[src/rtl/long_div_core.sv]
// -----------------------------------------------------------------------------
// long_div_core
//
// Bit-serial modular reduction for the RSA datapath. Computes
//   ld_out = (num_in * 2^len) mod modulus
// which maps an operand into the Montgomery domain with R = 2^len.
// One shift-and-subtract step is performed per clock.
//
// Build option:
//   LONG_DIV_PRE_REDUCE_EN  defined   -> 32-cycle DIV phase reduces any num_in
//                                        first; latency 33+len cycles.
//                           undefined -> DIV phase omitted, r starts at num_in;
//                                        latency 1+len cycles; the caller must
//                                        keep num_in < modulus.
//
// Ports:
//   clk       in   1   rising-edge clock
//   rstn      in   1   asynchronous active-low reset
//   md_start  in   1   start request, honoured only while idle
//   len       in   8   shift exponent (R = 2^len)
//   num_in    in  32   operand, unsigned
//   modulus   in  32   modulus N, unsigned
//   md_end    out  1   one-cycle completion pulse
//   ld_out    out 32   result, held until the next completion
// -----------------------------------------------------------------------------
module long_div_core (
  input  logic        clk,
  input  logic        rstn,
  input  logic        md_start,
  input  logic [7:0]  len,
  input  logic [31:0] num_in,
  input  logic [31:0] modulus,
  output logic        md_end,
  output logic [31:0] ld_out
);

  localparam int DATA_W = 32;
  localparam int LEN_W  = 8;

  typedef enum logic [1:0] {
    IDLE  = 2'd0,
    DIV   = 2'd1,
    SHIFT = 2'd2,
    DONE  = 2'd3
  } state_t;

  state_t              state;
  logic [DATA_W:0]     r;          // 33-bit remainder, r < N after every step
  logic [DATA_W-1:0]   mod_q;      // latched modulus
  logic [LEN_W-1:0]    shift_cnt;  // remaining doubling steps
`ifdef LONG_DIV_PRE_REDUCE_EN
  logic [DATA_W-1:0]   num_q;      // latched operand, consumed MSB first
  logic [LEN_W-1:0]    len_q;      // latched exponent, needed at end of DIV
  logic [4:0]          bit_cnt;    // operand bit being shifted in
`endif

  // One conditional-subtract step: t is the already-shifted 33-bit value.
  // Since r < N < 2^32 before the shift, a single subtraction restores r < N.
  function automatic logic [DATA_W:0] mod_step(input logic [DATA_W:0]   t,
                                               input logic [DATA_W-1:0] n);
    logic [DATA_W:0] n_ext;
    n_ext = {1'b0, n};
    if (t >= n_ext) begin
      mod_step = t - n_ext;
    end else begin
      mod_step = t;
    end
  endfunction

  // Doubling with an optional incoming bit; shifting the full 33-bit r keeps
  // the width arithmetic explicit (the top bit is always zero here).
  function automatic logic [DATA_W:0] shift_in(input logic [DATA_W:0] rv,
                                               input logic            b);
    shift_in = (rv << 1) | {{DATA_W{1'b0}}, b};
  endfunction

  // A zero modulus yields zero by definition; the step arithmetic alone would
  // just pass the value through, so it is forced at completion.
  function automatic logic [DATA_W-1:0] final_value(input logic [DATA_W:0]   rv,
                                                    input logic [DATA_W-1:0] n);
    if (n == '0) begin
      final_value = '0;
    end else begin
      final_value = rv[DATA_W-1:0];
    end
  endfunction

  always_ff @(posedge clk or negedge rstn) begin
    if (!rstn) begin
      state     <= IDLE;
      r         <= '0;
      mod_q     <= '0;
      shift_cnt <= '0;
      md_end    <= 1'b0;
      ld_out    <= '0;
`ifdef LONG_DIV_PRE_REDUCE_EN
      num_q     <= '0;
      len_q     <= '0;
      bit_cnt   <= '0;
`endif
    end else begin
      md_end <= 1'b0;

      case (state)
        // ---- IDLE: capture operands so later input changes are ignored ----
        IDLE: begin
          if (md_start) begin
            mod_q     <= modulus;
            shift_cnt <= len;
`ifdef LONG_DIV_PRE_REDUCE_EN
            num_q     <= num_in;
            len_q     <= len;
            bit_cnt   <= 5'd31;
            r         <= '0;
            state     <= DIV;
`else
            // Caller guarantees num_in < modulus, so it is already reduced.
            r         <= {1'b0, num_in};
            state     <= (len == '0) ? DONE : SHIFT;
`endif
          end
        end

`ifdef LONG_DIV_PRE_REDUCE_EN
        // ---- DIV: long division of num by N, MSB first, 32 cycles ----
        DIV: begin
          r <= mod_step(shift_in(r, num_q[bit_cnt]), mod_q);
          if (bit_cnt == 5'd0) begin
            state <= (len_q == '0) ? DONE : SHIFT;
          end else begin
            bit_cnt <= bit_cnt - 5'd1;
          end
        end
`endif

        // ---- SHIFT: multiply by 2 mod N, len cycles ----
        SHIFT: begin
          r         <= mod_step(shift_in(r, 1'b0), mod_q);
          shift_cnt <= shift_cnt - 8'd1;
          if (shift_cnt == 8'd1) begin
            state <= DONE;
          end
        end

        // ---- DONE: publish result and pulse md_end ----
        DONE: begin
          ld_out <= final_value(r, mod_q);
          md_end <= 1'b1;
          state  <= IDLE;
        end

        default: begin
          state <= IDLE;
        end
      endcase
    end
  end

endmodule

[config.mk]
export PLATFORM = sky130hd
export DESIGN_NAME = long_div_core
export DESIGN_NICKNAME = d
export VERILOG_FILES = /design/src/rtl/long_div_core.sv
export SDC_FILE = /design/constraint.sdc
export NUM_CORES = 1
export LEC_CHECK = 0
export ABC_AREA = 1
export CAP_MARGIN = 10
export CORE_MARGIN = 1.5
export CORE_UTILIZATION = 41
export CTS_CLUSTER_DIAMETER = 60
export DETAILED_ROUTE_END_ITERATION = 12
export SYNTH_ARGS = -nofsm -noshare
export SYNTH_HDL_FRONTEND = slang
export SYNTH_SLANG_ARGS = --single-unit
[constraint.sdc]
create_clock -name clk -period 2.4 [get_ports clk]
set_input_delay 0.72 -clock clk [delete_from_list [all_inputs] [get_ports clk]]
set_output_delay 0.72 -clock clk [all_outputs]
set_load 0.1 [all_outputs]
==> results of run 1 <==
cell usage after synthesis, drive strengths merged, types with 13 or more instances:
cell | count | share of area
nand2 | 369 | 0.19
inv | 215 | 0.11
dfrtp | 107 | 0.35
nand3 | 81 | 0.055
nor2 | 80 | 0.043
o21ai | 72 | 0.047
a21oi | 49 | 0.033
ha | 34 | 0.056
o31ai | 25 | 0.025
clkbuf | 22 | 0.011
buf | 15 | 0.012
nand4 | 13 | 0.011
routing by layer:
metal | up-vias | track usage | part of all wire
li1 | 3849 | - | -
met4 | 0 | 0.0610 | 0.011
met3 | 16 | 0.0406 | 0.067
met1 | 3431 | 0.365 | 0.48
met5 | - | 0 | 0
met2 | 233 | 0.375 | 0.44
final cells by class:
class	count	area, um^2
well taps	229	287
clock buffers	10	239
clock inverters	6	67.6
multi-input cells	787	4260
flip-flops and latches	107	2680
repair buffers	147	1380
inverters	216	811
fillers	1775	8350
worst reg2reg max path, delay by kind of cell, from the launching register on:
kind	cells	cell delay [ps]
DFF	1	380
AOI/OAI and AO/OA	1	60
adders and majority gates	1	390
buffers and inverters	3	340
xor gates and xnor gates	1	240
and+or+nand+nor	8	750
worst max path at each step:
stage              from  endpoint  slack [ps]  depth (start not counted)
6_report       mod_q[1]     r[12]         200                         14
5_1_grt        mod_q[4]     r[15]           4                         17
4_1_cts           r[24]     r[30]         100                         12
3_5_place_dp   md_start     r[27]         110                          8
3_3_place_gp   md_start     r[18]          60                          8
2_1_floorplan      r[6]     r[17]         420                         17
timing repair:
item | CTS | global route
hold endpoints to repair | 0 | 0
setup endpoints to repair | 0 | 31
gates resized for setup | 0 | 51
flip-flops by register name, indices dropped and copies added, names as in the netlist:
name	count
ld_out	32
mod_q	32
r	32
shift_cnt	8
state	2
md_end	1
cells by family after synthesis:
logic type,Yosys count
AND/OR/NAND/NOR,566
buffers and inverters,253
AO/OA/AOI/OAI,170
flip-flops,107
adder cells (fa/ha/maj),35
XOR/XNOR,16
metrics by stage:
step	hold WS, ps	worst slack [ps]	util	std cells	cell area, um^2
detailed placement	474	109	0.503	1485	9100
floorplan	424	419	-	1147	7610
global route	352	3.84	0.538	1502	9730
finish	315	197	0.538	1502	9730
CTS	326	97.9	0.520	1501	9400
global placement	469	64.9	0.503	1485	9100
==> impl_metrics.json, run 1 <==
{
  "crit_slowest_cell": "fa_1",
  "grt_setup_unrepaired": "false",
  "globalplace.congestion": 0.946,
  "cts_hold_buf": 0,
  "ys_types": 41,
  "ys_ff_latch": 107,
  "syn-cell-area_um2": 7610,
  "antenna_found_initial": 0,
  "end_kind": "flop",
  "pin_count": 108,
  "tightest_slew_ps": 576,
  "cts_sinks": 107,
  "crit_top_cell": "nand2_1",
  "ys.flop_type": "dfrtp_1",
  "cp_max_fo": 4,
  "fin_crit_sh": 0.918,
  "rows": 49,
  "start_util": 0.421,
  "drc_errors": 12,
  "slew_headroom": 0.614,
  "fin_tns_setup_ps": 0,
  "final_common_cell": "nand2_1",
  "cts_tree": "done",
  "core_area_um2": 18100,
  "arrival_ps": 2510,
  "clk-insertion-delay-late_ps": 360,
  "ctsHtreeMaxLevel": 3,
  "clk_path_buf_depth": 2,
  "synth_nets": 1257,
  "skew_ps": 9.37,
  "drt_wl_total_um": 23900,
  "final_cell_mix": "nand2_1, inv_1, dfrtp_1",
  "regToRegStartpoint": "mod_q[1]",
  "route.antenna.remaining_nets": 0,
  "synth_xor_area_frac": 0.0184,
  "fin_nets": 1378,
  "max-cap-violations": 0,
  "fmax_mhz": 454,
  "fp.dieW_um": 139,
  "synthAdderAreaFrac": 0.0585,
  "status": "finished with violations",
  "setup_viol": 0,
  "grt_pass1_vias": 6896,
  "synth_compound_area_frac": 0.128,
  "synthSimpleGateAreaFrac": 0.315,
  "drt_first_pass_iters": 9,
  "wl_per_cell_um": 15.9,
  "grt_usage": 0.247,
  "critPathMaxStageDelay_ps": 390,
  "synth_top_family_by_area": "simple AND/OR/NAND/NOR gates",
  "vias": 7529,
  "synth_edf_count": 0,
  "n_antenna_cell": 0,
  "cts_made_buffers": 9,
  "drv_slew": 0,
  "synth_seq_area_share": 0.352,
  "r2r_end": "r[12]",
  "ff2ff_path_depth": 14,
  "synth_warnings": 0,
  "violations": "design-rule violations",
  "clock-root-buffer": "clkbuf_16",
  "crit_family": "simple AND/OR/NAND/NOR gates",
  "avgViaCountPerCell": 5.01,
  "synth_mux_area_frac": 0,
  "worst-path-buf-inv": 3,
  "synth.avg_cell_area_um2": 6.63,
  "syn2layout_area_growth_pct": 27.9,
  "port_buffers": 107,
  "hpwl_um": 18700,
  "post-cts-setup-buffers": 0,
  "path_class": "reg2reg",
  "r2r_slack_ps": 200,
  "hold_violations": 0,
  "synthArstFlopShare": 1.00,
  "die-area_um2": 19400,
  "drive_gt1_frac": 0.128,
  "fin_crit_ps": 2200,
  "fp.dieH_um": 139,
  "synth_cells": 1147,
  "grt-ovfl-total": 0,
  "grt_start_max_net_pins": 65,
  "dr.first_iter.drc_count": 605,
  "grt_pass1_wl_um": 37300,
  "start_kind": "flop",
  "hp-class": "in2async",
  "crit_chain": "buf_4 -> fa_1 -> inv_1 -> nand3_1 -> nand3_1 -> nand2_1 -> nand2_2 -> nand2_1 -> nand2_1 -> xor2_1 -> nand2_1 -> nand2_1 -> o21bai_1 -> inv_1",
  "critical_path_required_ps": 2700,
  "clk_pin_slew_ps": 90
}
Power of run 1 is left out: the tool's default activity adds up to more than one toggle a clock period on the data nets, which glitch-free logic cannot reach.
==> run 2: changes to the inputs <==
Settings changed: CORE_MARGIN 1.5 to 2.
==> run 2 against run 1 <==
The flow now finishes without violations. Maximum frequency is 1.5% lower. Final cell count fell by 0.13%. First-iteration DRC count decreased by 2.8%. Routed wire length increased by 1.2%. Count of clock-buffer cells in the layout is the same. Critical endpoint is now r[10].
==> impl_metrics.json, run 2 (same netlist as run 1, synthesis figures left out) <==
{
  "crit_top_cell": "nand2_1",
  "status": "complete, no violations",
  "grt_usage": 0.247,
  "skew_ps": 16.3,
  "crit_chain": "ha_2 -> nand2_1 -> inv_1 -> nand2_1 -> nor2_4 -> nand2_2 -> nor3_4 -> nor2_4 -> nand2_4 -> buf_12 -> nand2_1 -> o21ai_0 -> nand2_1 -> nand2_1 -> inv_1",
  "drc_errors": 0,
  "fmax_mhz": 447,
  "start_kind": "flop",
  "n_fill_cell": 1790,
  "dr.first_iter.drc_count": 588,
  "cts_sinks": 107,
  "clk-insertion-delay-late_ps": 370,
  "route.antenna.remaining_nets": 0,
  "fin_crit_sh": 0.932,
  "drt_wl_total_um": 24100,
  "fp.dieH_um": 140,
  "port_buffers": 107,
  "clock-root-buffer": "clkbuf_16",
  "grt_pass1_vias": 7063,
  "slew_headroom": 0.585,
  "max-cap-violations": 0,
  "drv_slew": 0,
  "cts_hold_buf": 0,
  "hold_violations": 0,
  "grt-ovfl-total": 0,
  "fp.dieW_um": 140,
  "syn2layout_area_growth_pct": 27.6,
  "grt_start_max_net_pins": 108,
  "globalplace.congestion": 0.951,
  "die-area_um2": 19700,
  "vias": 7572,
  "post-cts-setup-buffers": 0,
  "tightest_slew_ps": 617,
  "antenna_found_initial": 0,
  "avgViaCountPerCell": 5.05,
  "critical_path_required_ps": 2670,
  "hp-class": "in2async",
  "wl_per_cell_um": 16.1,
  "arrival_ps": 2500,
  "final_common_cell": "nand2_1",
  "pin_count": 108,
  "start_util": 0.421,
  "fin_nets": 1376,
  "crit_slowest_cell": "dfrtp_1",
  "cp_max_fo": 25,
  "clk_pin_slew_ps": 90,
  "multi_input_area_um2": 4280,
  "drive_gt1_frac": 0.124,
  "rows": 49,
  "drt_first_pass_iters": 5,
  "clk_path_buf_depth": 2,
  "critPathMaxStageDelay_ps": 430,
  "hpwl_um": 18900,
  "ctsHtreeMaxLevel": 3,
  "fin_crit_ps": 2240,
  "final_util": 0.537,
  "path_class": "reg2reg",
  "reg_top3": "ld_out: 32 flops, mod_q: 32 flops, r: 32 flops",
  "core_area_um2": 18100,
  "cts_tree": "done",
  "final-seq-area_um2": 2680,
  "end_kind": "flop",
  "n_antenna_cell": 0,
  "ff2ff_path_depth": 15,
  "final_cell_mix": "nand2_1, inv_1, dfrtp_1",
  "setup_viol": 0,
  "cts_made_buffers": 9,
  "grt_pass1_wl_um": 37800
}
## run 2: layout make-up
class                      instances  area share
tap                              229      0.0295
clock buffer                      10      0.0246
sequential                       107       0.276
timing repair buffer             145       0.139
inverter                         216      0.0835
multi-input combinational        787       0.440
clock inverter                     6     0.00696
## run 2: metal layers
layer  wire length, um  GRT usage
met3              1620     0.0338
met5                 0          0
met4               360     0.0680
met1             11800      0.372
met2             10300      0.371
## run 2: what timing repair did
item,in CTS,in global routing
resized for setup,0,48
hold endpoints to repair,0,0
endpoints found under the setup margin,0,31
## run 2: final timing paths
kind	startpoint	endpoint	slack [ps]
setup / recovery	r[21]	r[10]	160
hold / removal	rstn	ld_out[5]	400
setup reg to reg	r[21]	r[10]	160
hold reg to reg	ld_out[25]	ld_out[25]	490
max in group asynchronous	rstn	mod_q[30]	1500
min in group clk	ld_out[25]	ld_out[25]	490
## run 2: metrics by stage
stage	setup slack [ps]	std cells	setup TNS, ps	area [um^2]	hold WS (ps)
floorplan	419	1147	0	7610	424
global placement	65.4	1484	0	9090	469
detailed placement	114	1484	0	9090	472
CTS	93.0	1500	0	9400	454
global route	-9.96	1500	-10.7	9710	469
finish	164	1500	0	9710	401
## run 2: worst max-delay path, delay by kind of cell, from the launching register on
family | cells | cell delay, ps
flops | 1 | 430
compound gates | 1 | 80
fa+ha+maj | 1 | 400
simple gates | 10 | 950
buf+inv | 3 | 280
Power of run 2 is left out for the same reason.
==> run 3: changes to the inputs <==
Settings changed: HOLD_SLACK_MARGIN from default to 0.02.
==> results of run 3 <==
The final DEF is identical to that of run 2; final timing and power are the same.
Power of run 3 is left out for the same reason.
